File: config.mk
export PLATFORM = sky130hd
export DESIGN_NAME = warp_dispatcher_flat
export DESIGN_NICKNAME = d
export VERILOG_FILES = /design/src/rtl/warp_dispatcher_if.sv /design/src/rtl/warp_dispatcher.sv /design/src/flat_wrapper.sv
export SDC_FILE = /design/constraint.sdc
export NUM_CORES = 1
export LEC_CHECK = 0
export CORE_MARGIN = 2
export CORE_UTILIZATION = 48
export DETAILED_ROUTE_END_ITERATION = 16
export GPL_ROUTABILITY_DRIVEN = 1
export PLACE_DENSITY_LB_ADDON = 0.25
export SYNTH_ARGS = -nofsm -noshare
export SYNTH_HDL_FRONTEND = slang
export SYNTH_SLANG_ARGS = --single-unit
File: constraint.sdc
create_clock -name clk -period 11.99 [get_ports clk]
set_input_delay 2.398 -clock clk [delete_from_list [all_inputs] [get_ports clk]]
set_output_delay 2.398 -clock clk [all_outputs]
set_load 0.05 [all_outputs]
File: src/rtl/warp_dispatcher_if.sv
// Kernel-launch, fetch-issue and exit/retire channels between one SIMD core's
// warp dispatcher and its scheduler/core front end.
interface warp_dispatcher_if #(
  parameter int THREAD_CNT_W = 3,
  parameter int WARP_ID_W    = 4,
  parameter int NUM_SLOTS    = 4
);
  localparam int MASK_W = 1 << THREAD_CNT_W;
  localparam int CNT_W  = $clog2(NUM_SLOTS + 1);

  logic                    valid_kernel;
  logic [THREAD_CNT_W-1:0] kernel_thread_count;
  logic [31:0]             kernel_start_pc;
  logic [WARP_ID_W-1:0]    kernel_warp_id;
  logic                    kernel_ready;
  logic                    kernel_error;

  logic                    issue_valid;
  logic                    issue_ready;
  logic [WARP_ID_W-1:0]    issue_warp_id;
  logic [31:0]             issue_pc;
  logic [MASK_W-1:0]       issue_thread_mask;

  logic                    exit_valid;
  logic [WARP_ID_W-1:0]    exit_warp_id;
  logic                    warp_done;
  logic [WARP_ID_W-1:0]    done_warp_id;
  logic                    exit_error;
  logic [CNT_W-1:0]        active_warps;

  // Scheduler / core side.
  modport master (
    output valid_kernel, kernel_thread_count, kernel_start_pc, kernel_warp_id,
    output issue_ready, exit_valid, exit_warp_id,
    input  kernel_ready, kernel_error, issue_valid, issue_warp_id, issue_pc,
    input  issue_thread_mask, warp_done, done_warp_id, exit_error, active_warps
  );

  // Dispatcher side.
  modport slave (
    input  valid_kernel, kernel_thread_count, kernel_start_pc, kernel_warp_id,
    input  issue_ready, exit_valid, exit_warp_id,
    output kernel_ready, kernel_error, issue_valid, issue_warp_id, issue_pc,
    output issue_thread_mask, warp_done, done_warp_id, exit_error, active_warps
  );
endinterface

File: src/rtl/warp_dispatcher.sv
// Per-core warp dispatcher: resident-warp table fed by kernel descriptors,
// round-robin one-per-cycle fetch issue, and exit-driven warp retirement.
module warp_dispatcher #(
  parameter int THREAD_CNT_W = 3,
  parameter int WARP_ID_W    = 4,
  parameter int NUM_SLOTS    = 4
) (
  input logic               clk,
  input logic               rst,
  warp_dispatcher_if.slave  bus
);
  localparam int MASK_W = 1 << THREAD_CNT_W;
  localparam int PTR_W  = (NUM_SLOTS > 1) ? $clog2(NUM_SLOTS) : 1;
  localparam int CNT_W  = $clog2(NUM_SLOTS + 1);

  typedef struct packed {
    logic                    valid;
    logic [WARP_ID_W-1:0]    warp_id;
    logic [31:0]             pc;
    logic [THREAD_CNT_W-1:0] thread_count;
  } slot_t;

  slot_t [NUM_SLOTS-1:0] slot_q, slot_d;
  logic [PTR_W-1:0]      rr_q, rr_d;
  logic                  issue_valid_q, issue_valid_d;
  logic [WARP_ID_W-1:0]  issue_warp_id_q, issue_warp_id_d;
  logic [31:0]           issue_pc_q, issue_pc_d;
  logic [MASK_W-1:0]     issue_mask_q, issue_mask_d;
  logic                  kernel_error_q, kernel_error_d;
  logic                  warp_done_q, warp_done_d;
  logic [WARP_ID_W-1:0]  done_warp_id_q, done_warp_id_d;
  logic                  exit_error_q, exit_error_d;

  logic                  any_free;
  logic [PTR_W-1:0]      free_idx;
  logic                  id_resident;
  logic                  exit_hit;
  logic [PTR_W-1:0]      exit_idx;
  logic [NUM_SLOTS-1:0]  eligible;
  logic                  sel_found;
  logic [PTR_W-1:0]      sel_idx;
  logic [CNT_W-1:0]      active_cnt;
  logic                  kernel_ready;

  function automatic logic [MASK_W-1:0] thread_mask(input logic [THREAD_CNT_W-1:0] n);
    logic [MASK_W-1:0] m;
    for (int t = 0; t < MASK_W; t++) m[t] = (t < int'(n));
    return m;
  endfunction

  // NOTE: every always_comb output gets a default before any branch; a path
  // that leaves one unassigned would infer a latch.
  always_comb begin
    any_free    = 1'b0;
    free_idx    = '0;
    id_resident = 1'b0;
    exit_hit    = 1'b0;
    exit_idx    = '0;
    active_cnt  = '0;
    // Descending scan so the lowest free index is the one left standing.
    for (int i = NUM_SLOTS - 1; i >= 0; i--) begin
      if (!slot_q[i].valid) begin
        any_free = 1'b1;
        free_idx = PTR_W'(i);
      end
    end
    for (int i = 0; i < NUM_SLOTS; i++) begin
      active_cnt = active_cnt + CNT_W'(slot_q[i].valid);
      if (slot_q[i].valid && slot_q[i].warp_id == bus.kernel_warp_id) id_resident = 1'b1;
      if (bus.exit_valid && slot_q[i].valid && slot_q[i].warp_id == bus.exit_warp_id) begin
        exit_hit = 1'b1;
        exit_idx = PTR_W'(i);
      end
    end
  end

  // A warp retiring at this edge must not be handed to the front end.
  always_comb begin
    logic [PTR_W-1:0] j;
    eligible  = '0;
    sel_found = 1'b0;
    sel_idx   = '0;
    j         = '0;
    for (int i = 0; i < NUM_SLOTS; i++)
      eligible[i] = slot_q[i].valid && !(exit_hit && exit_idx == PTR_W'(i));
    for (int k = NUM_SLOTS - 1; k >= 0; k--) begin
      j = PTR_W'((int'(rr_q) + k) % NUM_SLOTS);
      if (eligible[j]) begin
        sel_found = 1'b1;
        sel_idx   = j;
      end
    end
  end

  assign kernel_ready = any_free && !rst;

  always_comb begin
    slot_d          = slot_q;
    rr_d            = rr_q;
    issue_valid_d   = issue_valid_q;
    issue_warp_id_d = issue_warp_id_q;
    issue_pc_d      = issue_pc_q;
    issue_mask_d    = issue_mask_q;
    kernel_error_d  = 1'b0;
    warp_done_d     = 1'b0;
    done_warp_id_d  = done_warp_id_q;
    exit_error_d    = 1'b0;

    // Allocation uses the pre-edge free list, so a slot freed by an exit at
    // this same edge is never reused until the next cycle.
    if (bus.valid_kernel && kernel_ready) begin
      if (bus.kernel_thread_count == '0 || id_resident) begin
        kernel_error_d = 1'b1;
      end else begin
        slot_d[free_idx] = '{valid: 1'b1, warp_id: bus.kernel_warp_id,
                             pc: bus.kernel_start_pc,
                             thread_count: bus.kernel_thread_count};
      end
    end

    if (!issue_valid_q || bus.issue_ready) begin
      issue_valid_d = sel_found;
      if (sel_found) begin
        issue_warp_id_d    = slot_q[sel_idx].warp_id;
        issue_pc_d         = slot_q[sel_idx].pc;
        issue_mask_d       = thread_mask(slot_q[sel_idx].thread_count);
        slot_d[sel_idx].pc = slot_q[sel_idx].pc + 32'd4;
        rr_d               = PTR_W'((int'(sel_idx) + 1) % NUM_SLOTS);
      end
    end else if (exit_hit && issue_warp_id_q == bus.exit_warp_id) begin
      issue_valid_d = 1'b0;
    end

    if (bus.exit_valid) begin
      if (exit_hit) begin
        slot_d[exit_idx].valid = 1'b0;
        warp_done_d            = 1'b1;
        done_warp_id_d         = bus.exit_warp_id;
      end else begin
        exit_error_d = 1'b1;
      end
    end
  end

  // NOTE: sequential state uses non-blocking assignments only, so every flop
  // samples pre-edge values regardless of statement order.
  always_ff @(posedge clk) begin
    if (rst) begin
      // NOTE: the slot table is a handful of flops, not a RAM, so the whole
      // entry is cleared; this keeps payload fields X-free after reset.
      slot_q          <= '0;
      rr_q            <= '0;
      issue_valid_q   <= 1'b0;
      issue_warp_id_q <= '0;
      issue_pc_q      <= '0;
      issue_mask_q    <= '0;
      kernel_error_q  <= 1'b0;
      warp_done_q     <= 1'b0;
      done_warp_id_q  <= '0;
      exit_error_q    <= 1'b0;
    end else begin
      slot_q          <= slot_d;
      rr_q            <= rr_d;
      issue_valid_q   <= issue_valid_d;
      issue_warp_id_q <= issue_warp_id_d;
      issue_pc_q      <= issue_pc_d;
      issue_mask_q    <= issue_mask_d;
      kernel_error_q  <= kernel_error_d;
      warp_done_q     <= warp_done_d;
      done_warp_id_q  <= done_warp_id_d;
      exit_error_q    <= exit_error_d;
    end
  end

  assign bus.kernel_ready      = kernel_ready;
  assign bus.kernel_error      = kernel_error_q;
  assign bus.issue_valid       = issue_valid_q;
  assign bus.issue_warp_id     = issue_warp_id_q;
  assign bus.issue_pc          = issue_pc_q;
  assign bus.issue_thread_mask = issue_mask_q;
  assign bus.warp_done         = warp_done_q;
  assign bus.done_warp_id      = done_warp_id_q;
  assign bus.exit_error        = exit_error_q;
  assign bus.active_warps      = active_cnt;
endmodule

File: src/flat_wrapper.sv
// flat-port wrapper written by rule: the top's interface ports become plain ports
module warp_dispatcher_flat 
#(
  parameter int THREAD_CNT_W = 3,
  parameter int WARP_ID_W    = 4,
  parameter int NUM_SLOTS    = 4
)
  (clk, rst, bus_valid_kernel, bus_kernel_thread_count, bus_kernel_start_pc, bus_kernel_warp_id, bus_issue_ready, bus_exit_valid, bus_exit_warp_id, bus_kernel_ready, bus_kernel_error, bus_issue_valid, bus_issue_warp_id, bus_issue_pc, bus_issue_thread_mask, bus_warp_done, bus_done_warp_id, bus_exit_error, bus_active_warps);
  warp_dispatcher_if #(.THREAD_CNT_W(THREAD_CNT_W), .WARP_ID_W(WARP_ID_W), .NUM_SLOTS(NUM_SLOTS)) bus_i ();
  input logic clk;
  input logic rst;
  input wire logic [$bits(bus_i.valid_kernel)-1:0] bus_valid_kernel;
  input wire logic [$bits(bus_i.kernel_thread_count)-1:0] bus_kernel_thread_count;
  input wire logic [$bits(bus_i.kernel_start_pc)-1:0] bus_kernel_start_pc;
  input wire logic [$bits(bus_i.kernel_warp_id)-1:0] bus_kernel_warp_id;
  input wire logic [$bits(bus_i.issue_ready)-1:0] bus_issue_ready;
  input wire logic [$bits(bus_i.exit_valid)-1:0] bus_exit_valid;
  input wire logic [$bits(bus_i.exit_warp_id)-1:0] bus_exit_warp_id;
  output wire logic [$bits(bus_i.kernel_ready)-1:0] bus_kernel_ready;
  output wire logic [$bits(bus_i.kernel_error)-1:0] bus_kernel_error;
  output wire logic [$bits(bus_i.issue_valid)-1:0] bus_issue_valid;
  output wire logic [$bits(bus_i.issue_warp_id)-1:0] bus_issue_warp_id;
  output wire logic [$bits(bus_i.issue_pc)-1:0] bus_issue_pc;
  output wire logic [$bits(bus_i.issue_thread_mask)-1:0] bus_issue_thread_mask;
  output wire logic [$bits(bus_i.warp_done)-1:0] bus_warp_done;
  output wire logic [$bits(bus_i.done_warp_id)-1:0] bus_done_warp_id;
  output wire logic [$bits(bus_i.exit_error)-1:0] bus_exit_error;
  output wire logic [$bits(bus_i.active_warps)-1:0] bus_active_warps;
  assign bus_i.valid_kernel = bus_valid_kernel;
  assign bus_i.kernel_thread_count = bus_kernel_thread_count;
  assign bus_i.kernel_start_pc = bus_kernel_start_pc;
  assign bus_i.kernel_warp_id = bus_kernel_warp_id;
  assign bus_i.issue_ready = bus_issue_ready;
  assign bus_i.exit_valid = bus_exit_valid;
  assign bus_i.exit_warp_id = bus_exit_warp_id;
  assign bus_kernel_ready = bus_i.kernel_ready;
  assign bus_kernel_error = bus_i.kernel_error;
  assign bus_issue_valid = bus_i.issue_valid;
  assign bus_issue_warp_id = bus_i.issue_warp_id;
  assign bus_issue_pc = bus_i.issue_pc;
  assign bus_issue_thread_mask = bus_i.issue_thread_mask;
  assign bus_warp_done = bus_i.warp_done;
  assign bus_done_warp_id = bus_i.done_warp_id;
  assign bus_exit_error = bus_i.exit_error;
  assign bus_active_warps = bus_i.active_warps;
  warp_dispatcher #(.THREAD_CNT_W(THREAD_CNT_W), .WARP_ID_W(WARP_ID_W), .NUM_SLOTS(NUM_SLOTS)) u_core (.clk(clk), .rst(rst), .bus(bus_i));
endmodule
* Yosys cells after proc, flatten, opt, wreduce, memory -nomap -nowiden
Index checks and enable logic that the tools add are counted.
** Word-level totals
- Register bits :: 213
- Bits of input ports :: 48
- Output and inout port bits :: 56
- Word-level logic and storage cells :: 162
** Operators by class
- Add/subtract/negate cells :: 8
- Order comparisons :: 17
- Eq/ne operators :: 12
- Multiplexer cells :: 57
- Bitwise gates (word level) :: 2
- Reduce and logical (&&, ||, !) cells :: 41
** Operators with widths (number)
- two-way mux 160 bit :: 6
- bitwise mux 160 bit :: 3
- demux 40 bit (select 2 bit) :: 3
- binary-select mux 40 bit (select 2 bit) :: 1
- two-way mux 40 bit :: 2
- two-way mux 39 bit :: 1
- == test 4 bit :: 9
- two-way mux 35 bit :: 1
- adder 32 x 3 -> 32 bit, second input constant :: 1
- logical AND 1 bit :: 26
- two-way mux 1 bit :: 26
- < comparator 2 x 3 -> 1 bit, second input constant :: 7
- two-way mux 2 bit :: 10
- < comparator 3 bit, first input constant :: 3
- binary-select mux 1 bit (select 2 bit) :: 4
- adder 3 x 1 -> 3 bit :: 2
- >= comparator 2 x 1 -> 1 bit, second input constant :: 3
- zero test 1 bit :: 6
- < comparator 1 x 3 -> 1 bit, first input constant :: 2
- < comparator 2 x 3 -> 1 bit, first input constant :: 2
- adder 2 x 1 -> 2 bit, second input constant :: 2
- adder 2 bit, second input constant :: 2
- == test 2 bit, second input constant :: 2
- AND reduction 2 bit :: 2
- other kinds (8) :: 11

* Longest topological paths before layout
Gate-level depths: netlist (run 1).
- Depth after elaboration :: 25
- Depth in mapped cells :: 20
- Gate-level depth less buffers :: 16

* Worst setup path after synthesis (run 1)
No wires, ideal clock.
- Path kind :: input port to flip-flop
- Start :: in bus_exit_warp_id[3]
- End :: reg u_core.slot_q[31] (netlist bit)
- Setup time :: 148 ps
- Arrival time :: 6148 ps
- Data required time :: 11842 ps
- Setup slack :: 5694 ps
- Stages on the path :: 20
- Path buffers :: 4
- Cells stage by stage :: buf_2 > xor2_1 > nor3_2 > and4_4 > o41ai_4 > or3_1 > and3_1 > buf_6 > clkinv_2 > buf_2 > nand2_1 > a32oi_4 > ha_1 > inv_1 > a311o_1 > nor3_2 > nand4_1 > clkbuf_1 > o31ai_1 > a311oi_1
** On the way
- Word-level cells in the longest chain between the ends :: 25
- Elaborated cells on any way between the ends :: 62
** RTL lines
- from (decl) :: line flat_wrapper.sv:18 : input wire logic [$bits(bus_i.exit_warp_id)-1:0] bus_exit_warp_id;
- parallel branches: the longest is 24 deep, another holds == test 4 bit
- two-way mux 160 bit (*) :: line warp_dispatcher.sv:134 : if (bus.exit_valid) begin
- to (signal assigned) :: line warp_dispatcher.sv:162 : slot_q <= slot_d;
- to (decl) :: line warp_dispatcher.sv:23 : slot_t [NUM_SLOTS-1:0] slot_q, slot_d;
Every way passes the cells marked *. The select of a mux whose other input is x is not followed.
A chain may end at the register's enable or synchronous reset.

* Worst setup path in the final report (run 1)
- Start :: in bus_exit_warp_id[3]
- End :: reg u_core.slot_q[67] (netlist bit)
The elaborated chain is that of the path after synthesis.

==> results by group, run 1 <==
Power
  • Clock share of power: 0.416
  • Gate power share: 0.185
  • Int Pwr: 1.36 mW
  • Sequential share of power: 0.399
  • Pwr Density: 143 nW/um^2
  • Switching power: 557 uW
  • Leak Pwr: 4.62 nW
  • Switching Share: 0.290
  • Max VDD drop: 0.0857 mV

STA
  • Max-slew headroom: 0.293
  • Max Slew Vio Count: 0
  • Min Tclk post-route: 8380 ps
  • Setup violations, final: 0
  • Fin crit share: 0.699
  • Final setup TNS: 0 ps
  • Max frequency: 0.119 GHz
  • Final hold violation count: 0
  • Unrepaired setup endpoints after global routing: false
  • Skew final: 13.8 ps
  • Worst slew pin tran: 1060 ps

Die
  • Width of the die: 159 um
  • Core ar.: 23,500 um^2
  • FP Rows: 56
  • Die ar.: 25,400 um^2
  • Boundary Pins: 104
  • Initial Util: 0.491
  • Chip height: 159 um

Synthesis
  • Post-synth EDFFs: 0
  • Ys async rst share: 0
  • Synth warn: 0
  • Synth Flop Type: dfxtp_1
  • Net Count, Synth: 1,508
  • Yosys reg bits: 213
  • Synthesized area per cell: 7.97 um^2
  • Synthesized area: 11,600 um^2
  • Gate Count Post-Synth: 1,451
  • Sequential fraction of the synthesis area: 0.369
  • Post-synthesis cell type count: 67

Clock tree
  • Post-CTS sizing: 0
  • CTS sink count: 213
  • H-Tree Depth: 1
  • TritonCTS clock tree: yes
  • Clk_lat worst skew: 520 ps
  • Max Root-Sink Buffers: 3
  • Num CTS Buffers: 24
  • Post-CTS setup buffers: 0
  • CTS clk-pin slew, worst paths: 60 ps
  • Cts hold-fix bufs: 0
  • Clk root buf: clkbuf_16

Worst setup path
  • FF-to-FF path depth: 17
  • CP Class: in2reg
  • Crit path DAT: 8810 ps
  • Crit Path Max Fanout: 39
  • R2R Setup Slk: 5750 ps
  • Critical Path End Type: flip-flop
  • CP startpoint kind: input pin
  • Worst reg2reg endpoint: u_core.slot_q[67]
  • Required time of the critical path: 12,410 ps

Global routing
  • Largest net degree at the start of global routing: 124
  • First-pass GRT wire length: 57.1 mm
  • Initial antenna violation count: 0
  • Number of global-route vias before repair: 10.5k
  • Total global-route track usage: 0.271
  • GR Overflow Total: 0

Routing
  • Routed vias/inst: 6.21
  • Drt total wl: 35.8 mm
  • Initial DRC Count: 988
  • First drt pass iteration count: 5
  • Wire per inst: 19.8 um
  • DRC Markers: 0
  • DR vias: 11.2k
  • Antenna-violating nets left: 0

Min path
  • Hold Path Origin: u_core.bus.issue_pc[26]
  • Worst hold path depth: 2
  • HP Class: reg2reg
  • Hold-critical path endpoint: u_core.bus.issue_pc[26]

Placement
  • Global placer's final weighted congestion: 0.885
  • Port bufs: 102
  • Post-DP Area: 12,600 um^2
  • Post-DP HPWL: 21.1 mm

Run
  • MaxCap Viol Count: 0

Final layout
  • Fin nets: 1,528
  • Area Overhead vs Synth: 16.3%
  • Final instance area: 13,500 um^2
  • Antenna Cells: 0
  • Share of cells above drive strength 1: 0.0948

Run status
  • Outcome: completed
stage by stage:
| stage | util | hold WS [ps] | cells | power, mW | setup WS [ps] |
|---|---|---|---|---|---|
| 6_report | 0.572 | 450 | 1807 | 1.92 | 3610 |
| 5_1_grt | 0.572 | 464 | 1807 | 1.98 | 3260 |
| 4_1_cts | 0.572 | 453 | 1807 | 1.92 | 3760 |
| 3_5_place_dp | 0.536 | 446 | 1764 | 1.13 | 3230 |
| 3_3_place_gp | 0.536 | 443 | 1764 | 1.13 | 3430 |
| 2_1_floorplan | - | 437 | 1451 | 1.02 | 5690 |
cells in the final DEF (no fill, tap or decap), types with 18 or more instances in the layout:
cell type	n
buf_4	18
nor2b_1	18
a211oi_1	62
a31o_2	25
a31oi_1	30
clkbuf_16	25
and3_1	35
a311oi_1	33
mux2_2	20
xnor2_1	22
mux2i_1	60
nor2_1	91
dfxtp_1	213
nand3_1	31
nand2_1	351
xor2_1	26
clkdlybuf4s50_1	101
a21oi_1	103
how the worst max path moves through the flow:
stage	slack, ps	from	endpoint	cells after the start
floorplan	5690	bus_exit_warp_id[3]	u_core.slot_q[31]	20
global placement	3430	bus_exit_warp_id[3]	u_core.slot_q[69]	18
detailed placement	3230	bus_exit_warp_id[3]	u_core.slot_q[27]	18
CTS	3760	bus_exit_warp_id[3]	u_core.slot_q[27]	18
global route	3260	bus_exit_warp_id[2]	u_core.slot_q[29]	18
finish	3610	bus_exit_warp_id[3]	u_core.slot_q[67]	18
per-layer routing:
metal | track usage | up-vias | wire (um) | share of wire
li1 | - | 5225 | - | -
met2 | 0.433 | 550 | 16000 | 0.45
met4 | 0.0814 | 0 | 823 | 0.023
met5 | 0 | - | 0 | 0
met1 | 0.382 | 5364 | 15900 | 0.44
met3 | 0.0370 | 75 | 3050 | 0.085
cell type report:
| cell class | count | area [um^2] |
|---|---|---|
| fill | 2211 | 10100 |
| multi-input combinational | 1100 | 6740 |
| sequential | 213 | 4260 |
| timing repair buffer | 120 | 1160 |
| clock buffer | 37 | 721 |
| tap | 319 | 399 |
| clock inverter | 6 | 130 |
| inverter | 12 | 46.3 |
worst max-delay path, stage by stage:
cell and delay, ps:
clkdlybuf4s50_1 590, xor2_1 230, nor3_1 230, and4_4 300, o41ai_4 110, or3_1 400
and3_2 430, clkinv_2 470, buf_4 490, nand2_1 160, a32oi_4 360, ha_1 270
inv_1 50, a311o_1 300, nor3_2 360, nand4_1 630, or4_1 700, a311oi_1 280
cells by family (layout without fill, tap and decap cells):
family / Yosys count / count (layout) / share of synthesized area
multiplexers: 80 / 80 / 0.0714
flip-flops: 213 / 213 / 0.369
buffers and inverters: 138 / 175 / 0.0521
adder cells (fa/ha/maj): 9 / 9 / 0.0104
AO/OA/AOI/OAI: 359 / 359 / 0.227
XOR/XNOR: 48 / 48 / 0.0363
AND/OR/NAND/NOR: 603 / 603 / 0.234
other: 1 / 1 / 0.000324
synth_stat cells (all sizes together) (12+ instances only):
cell	number	area share
a211oi	63	0.041
nand3	33	0.015
dfxtp	213	0.37
xor2	26	0.020
nand2	353	0.11
buf	35	0.019
a31o	25	0.019
o211ai	12	0.0078
nor2	93	0.030
a21oi	103	0.045
nor3	14	0.0093
mux2	20	0.019
o21ai	16	0.0069
and3	38	0.021
a21o	15	0.0097
clkbuf	91	0.030
mux2i	60	0.052
a31oi	30	0.016
a32oi	18	0.021
xnor2	22	0.017
or4	12	0.0088
nor2b	18	0.0097
a311oi	33	0.025
power by group through the flow:
stage	clock, mW	sequential (mW)	combinational (mW)
6_report	0.798	0.767	0.355
5_1_grt	0.833	0.770	0.382
4_1_cts	0.805	0.766	0.351
3_5_place_dp	0	0.781	0.349
3_3_place_gp	0	0.781	0.344
2_1_floorplan	0	0.811	0.211
Power figures use the tool's default switching activity.
==> run 2, diff against run 1 <==
==> constraint.sdc (replaced) <==
create_clock -name clk -period 8.3 [get_ports clk]
set_input_delay 1.66 -clock clk [delete_from_list [all_inputs] [get_ports clk]]
set_output_delay 1.66 -clock clk [all_outputs]
set_load 0.05 [all_outputs]
==> results by group, run 2 (synthesis gave the netlist of run 1 again) <==
Min path
  • HP Class: reg2reg
  • Hold Path Origin: u_core.bus.issue_pc[22]

Global routing
  • Number of global-route vias before repair: 10.4k (-1.1%)
  • Initial antenna violation count: 0 (unchanged)
  • GR Overflow Total: 0 (unchanged)
  • First-pass GRT wire length: 56.9 mm (-0.29%)
  • Total global-route track usage: 0.273 (+0.00166)
  • Largest net degree at the start of global routing: 129 (+4.0%)

Placement
  • Port bufs: 102 (unchanged)
  • Post-DP HPWL: 22.1 mm (+4.6%)
  • Global placer's final weighted congestion: 0.896 (+1.2%)

Clock tree
  • TritonCTS clock tree: yes
  • Cts hold-fix bufs: 0 (unchanged)
  • Post-CTS sizing: 0 (unchanged)
  • Num CTS Buffers: 25 (+4.2%)
  • Clk root buf: clkbuf_16
  • CTS clk-pin slew, worst paths: 60 ps (about the same)
  • CTS sink count: 213 (unchanged)
  • Max Root-Sink Buffers: 3 (unchanged)
  • H-Tree Depth: 1 (unchanged)
  • Post-CTS setup buffers: 0 (unchanged)
  • Clk_lat worst skew: 530 ps (about the same)

Power
  • Leak Pwr: 4.63 nW (+0.30%)
  • Switching power: 810 uW (+45%)
  • Clock share of power: 0.415 (about the same)
  • Max VDD drop: 0.160 mV (+86%)
  • Gate power share: 0.186 (about the same)
  • Pwr Density: 206 nW/um^2 (+44%)
  • Switching Share: 0.292 (+0.00167)
  • Int Pwr: 1.97 mW (+44%)
  • Power, Total: 2.78 mW (+45%)
  • Sequential share of power: 0.399 (about the same)

STA
  • Skew final: 18.1 ps (+4.31 ps)
  • Max Slew Vio Count: 0 (unchanged)
  • Setup violations, final: 0 (unchanged)
  • Unrepaired setup endpoints after global routing: false
  • Final setup TNS: 0 ps (unchanged)
  • Max-slew headroom: 0.266 (-0.0269)
  • Min Tclk post-route: 6790 ps
  • Worst slew pin tran: 1100 ps (+42.8 ps)
  • Fin crit share: 0.818
  • Max frequency: 0.147 GHz
  • Final hold violation count: 0 (unchanged)

Worst setup path
  • Crit path from: bus_exit_warp_id[3]
  • CP Class: in2reg
  • Critical Path End Type: flip-flop
  • Crit Path Max Fanout: 53 (+36%)
  • CP startpoint kind: input pin
  • Required time of the critical path: 8720 ps (-3690 ps)
  • Crit path DAT: 7210 ps (-1600 ps)

Die
  • Chip height: 159 um (unchanged)
  • FP Rows: 56 (unchanged)
  • Width of the die: 159 um (unchanged)
  • Die ar.: 25,400 um^2 (unchanged)
  • Core ar.: 23,500 um^2 (unchanged)
  • Initial Util: 0.491 (unchanged)
  • Boundary Pins: 104 (unchanged)

Final layout
  • Most frequent cells in the layout: 351 x nand2_1, 213 x dfxtp_1, 103 x a21oi_1
  • Area Overhead vs Synth: 16.5%
  • Filler instances: 2,212 (+0.045%)
  • Antenna Cells: 0 (unchanged)
  • Fin nets: 1,530 (+0.13%)
  • Share of cells above drive strength 1: 0.0973 (+0.00256)
  • Commonest non-fill, non-tap cell in the layout: nand2_1

Routing
  • Routed vias/inst: 6.16 (-0.69%)
  • Drt total wl: 36.1 mm (+0.99%)
  • First drt pass iteration count: 5 (unchanged)
  • Initial DRC Count: 973 (-1.5%)
  • DR vias: 11.1k (-0.58%)
  • DRC Markers: 0 (unchanged)
  • Wire per inst: 20.0 um (+0.88%)
  • Antenna-violating nets left: 0 (unchanged)

Run status
  • Outcome: completed

Run
  • MaxCap Viol Count: 0 (unchanged)
-- run 2: cell count changes in the layout (fill, tap and decap cells not counted) --
| cell | change |
|---|---|
| clkbuf_8 | +3 |
| inv_6 | +1 |
| clkbuf_1 | -2 |
| buf_4 | +1 |
| bufinv_16 | -1 |
-- run 2: power by group through the flow --
stage | combinational, mW | sequential [mW] | clock, mW
after floorplan | 0.305 | 1.17 | 0
after global placement | 0.499 | 1.13 | 0
after detailed placement | 0.506 | 1.13 | 0
after CTS | 0.509 | 1.11 | 1.16
after global routing | 0.556 | 1.11 | 1.21
final | 0.516 | 1.11 | 1.15
-- run 2: area by class of cell --
cell class	count	area [um^2]	area share
well taps	319	399	0.0296
flip-flops and latches	213	4260	0.316
repair buffers	121	1160	0.0864
clock inverters	6	109	0.00808
inverters	12	46.3	0.00343
clock buffers	38	754	0.0560
multi-input cells	1100	6740	0.500
-- run 2: routing by layer --
metal / up-vias / global-route usage / wire (um)
li1: 5219 / - / -
met5: - / 0 / 0
met2: 547 / 0.434 / 16200
met4: 0 / 0.0802 / 687
met3: 60 / 0.0485 / 3460
met1: 5323 / 0.380 / 15700
-- run 2: through the flow --
stage | util | std cells | hold slack, ps | worst slack [ps] | cell area [um^2]
finish | 0.572 | 1809 | 451 | 1510 | 13500
global route | 0.572 | 1809 | 477 | 1260 | 13500
CTS | 0.572 | 1809 | 455 | 1630 | 13500
detailed placement | 0.536 | 1765 | 447 | 1100 | 12600
global placement | 0.536 | 1765 | 444 | 1230 | 12600
floorplan | - | 1451 | 437 | 2740 | 11600
-- run 2: critical path, stage by stage --
cell	delay, ps
clkdlybuf4s50_1	590
xor2_1	230
nor3_2	230
nand4_1	170
and3_1	270
o32a_2	340
and3_2	460
clkinv_2	300
buf_4	570
nand2_1	110
a32oi_1	690
and4_1	400
nand3_2	230
or4_4	590
a311oi_1	310
-- run 2: worst paths after layout --
path                             endpoint  slack (ps)  cells after the start
setup / recovery       u_core.slot_q[154]        1510                     15
hold / removal    u_core.bus.issue_pc[22]         450                      2
setup reg to reg       u_core.slot_q[154]        2920                     14
hold reg to reg   u_core.bus.issue_pc[22]         450                      2
==> run 3, diff against run 2 <==
==> constraint.sdc (replaced) <==
create_clock -name clk -period 5.4 [get_ports clk]
set_input_delay 1.08 -clock clk [delete_from_list [all_inputs] [get_ports clk]]
set_output_delay 1.08 -clock clk [all_outputs]
set_load 0.05 [all_outputs]
==> results by group, run 3 (synthesis gave the netlist of run 1 again) <==
Power
  • Max VDD drop: 0.209 mV (+31%)
  • Pwr Density: 306 nW/um^2 (+49%)
  • Gate power share: 0.208 (+0.022)
  • Switching Share: 0.290 (-0.00189)
  • Leak Pwr: 5.26 nW (+14%)
  • Power, Total: 4.45 mW (+60%)
  • Switching power: 1.29 mW (+59%)
  • Int Pwr: 3.16 mW (+61%)
  • Sequential share of power: 0.382 (-0.017)
  • Clock share of power: 0.410 (-0.005)

Clock tree
  • Post-CTS sizing: 0 (unchanged)
  • Max Root-Sink Buffers: 3 (unchanged)
  • CTS clk-pin slew, worst paths: 60 ps (about the same)
  • Clk_lat worst skew: 530 ps (about the same)
  • Cts hold-fix bufs: 0 (unchanged)
  • Num CTS Buffers: 24 (-4.0%)
  • TritonCTS clock tree: yes
  • CTS sink count: 213 (unchanged)
  • Post-CTS setup buffers: 0 (unchanged)
  • Clk root buf: clkbuf_16
  • H-Tree Depth: 1 (unchanged)

Final layout
  • Fin nets: 1,647 (+7.6%)
  • Area Overhead vs Synth: 25.4%
  • Filler instances: 2,101 (-5.0%)
  • Commonest non-fill, non-tap cell in the layout: nand2_1
  • Share of cells above drive strength 1: 0.165 (+0.0675)
  • Most frequent cells in the layout: 352 x nand2_1, 213 x dfxtp_1, 127 x buf_4
  • Fin cells: 1,927 (+6.5%)
  • Antenna Cells: 0 (unchanged)

Worst setup path
  • CP startpoint kind: input pin
  • Crit Path Max Fanout: 15 (-72%)
  • Critical path buffer and inverter count: 4 (+1)
  • Slowest Stage Delay on Critical Path: 560 ps (-130 ps)
  • Worst reg2reg endpoint: u_core.slot_q[27]
  • R2R Setup Slk: 1100 ps (-1820 ps)
  • Required time of the critical path: 5830 ps (-2890 ps)
  • CP max-delay cell: clkdlybuf4s50_1
  • Crit path DAT: 5520 ps (-1690 ps)
  • CP Class: in2reg
  • Crit path from: bus_exit_warp_id[2]
  • Critical Path End Type: flip-flop
  • Worst-path cell chain: clkdlybuf4s50_1 > xor2_1 > nor3_1 > nand4_1 > nor4_1 > o32ai_1 > a211oi_4 > buf_4 > buf_12 > a21oi_1 > a32oi_1 > and4_1 > nand4_1 > buf_4 > or4_1 > a311oi_1
  • FF-to-FF path depth: 15 (+1)
  • Crit path max-delay family: simple AND/OR/NAND/NOR gates

Global routing
  • Largest net degree at the start of global routing: 95 (-26%)
  • First-pass GRT wire length: 59.9 mm (+5.4%)
  • Number of global-route vias before repair: 11.2k (+8.0%)
  • GR Overflow Total: 0 (unchanged)
  • Total global-route track usage: 0.287 (+0.0143)
  • Initial antenna violation count: 0 (unchanged)

Run status
  • Outcome: completed

Routing
  • Antenna-violating nets left: 0 (unchanged)
  • Wire per inst: 19.3 um (-3.1%)
  • Initial DRC Count: 1,199 (+23%)
  • DR vias: 11.5k (+2.9%)
  • Routed vias/inst: 5.95 (-3.4%)
  • DRC Markers: 0 (unchanged)
  • Drt total wl: 37.3 mm (+3.2%)
  • First drt pass iteration count: 5 (unchanged)

STA
  • Unrepaired setup endpoints after global routing: false
  • PnR worst setup slack: 310 ps (-1200 ps)
  • Min Tclk post-route: 5090 ps
  • Max-slew headroom: 0.314 (+0.0483)
  • Max Slew Vio Count: 0 (unchanged)
  • Worst slew pin tran: 1030 ps (-72.5 ps)
  • Max frequency: 0.196 GHz
  • Fin crit share: 0.943
  • Skew final: 18.2 ps (+0.0377 ps)
  • Final hold violation count: 0 (unchanged)
  • Setup violations, final: 0 (unchanged)
  • Hold Slack: 450 ps (-0.647 ps)

Die
  • Chip height: 159 um (unchanged)
  • Initial Util: 0.491 (unchanged)
  • Core ar.: 23,500 um^2 (unchanged)
  • Boundary Pins: 104 (unchanged)
  • FP Rows: 56 (unchanged)
  • Width of the die: 159 um (unchanged)
  • Die ar.: 25,400 um^2 (unchanged)

Min path
  • Hold-critical path endpoint: u_core.bus.issue_pc[23]
  • HP Class: reg2reg
  • Worst hold path depth: 2 (unchanged)
  • Hold Path Origin: u_core.bus.issue_pc[23]

Run
  • MaxCap Viol Count: 0 (unchanged)

Placement
  • Post-DP HPWL: 24.0 mm (+8.7%)
  • Port bufs: 102 (unchanged)
  • Placed Cells: 1,883 (+6.7%)
  • Setup Slack @ Placement: -165 ps (-1260 ps)
  • Global placer's final weighted congestion: 0.889 (-0.68%)
-- run 3: area by class of cell --
class | count | area [um^2] | area share
clock buffer | 34 | 729 | 0.0503
tap | 319 | 399 | 0.0275
inverter | 12 | 46.3 | 0.00319
timing repair buffer | 239 | 2180 | 0.150
multi-input combinational | 1100 | 6740 | 0.464
sequential | 213 | 4260 | 0.294
clock inverter | 10 | 160 | 0.0110
-- run 3: routing by layer --
metal / vias up / track usage / share of wire
met4: 0 / 0.0868 / 0.022
met3: 61 / 0.0524 / 0.080
met1: 5507 / 0.384 / 0.44
met2: 441 / 0.474 / 0.46
met5: - / 0 / 0
li1: 5461 / - / -
-- run 3: power by group through the flow --
stage	clock network [mW]	logic [mW]	registers, mW
after floorplan	0	0.468	1.80
after global placement	0	0.899	1.73
after detailed placement	0	0.909	1.73
after CTS	1.84	0.916	1.70
after global routing	1.90	0.998	1.71
final	1.82	0.926	1.70
-- run 3: how the worst max path moves through the flow --
stage / end / slack, ps / cells after the start
6_report: u_core.slot_q[27] / 310 / 16
3_3_place_gp: u_core.slot_q[29] / -40 / 16
2_1_floorplan: u_core.slot_q[31] / 420 / 20
3_5_place_dp: u_core.slot_q[73] / -170 / 16
4_1_cts: u_core.slot_q[27] / 360 / 16
5_1_grt: u_core.slot_q[29] / 20 / 16
-- run 3: worst min-delay path, stage by stage (launching register included) --
cell,delay (ps)
dfxtp_1,300
nand2_1,50
a21oi_1,50
-- run 3: per-stage QoR --
step	setup TNS [ps]	instance area [um^2]	utilization
after floorplan	0	11600	-
after global placement	-320	13600	0.579
after detailed placement	-3910	13600	0.579
after CTS	0	14500	0.616
after global routing	0	14500	0.616
final	0	14500	0.616
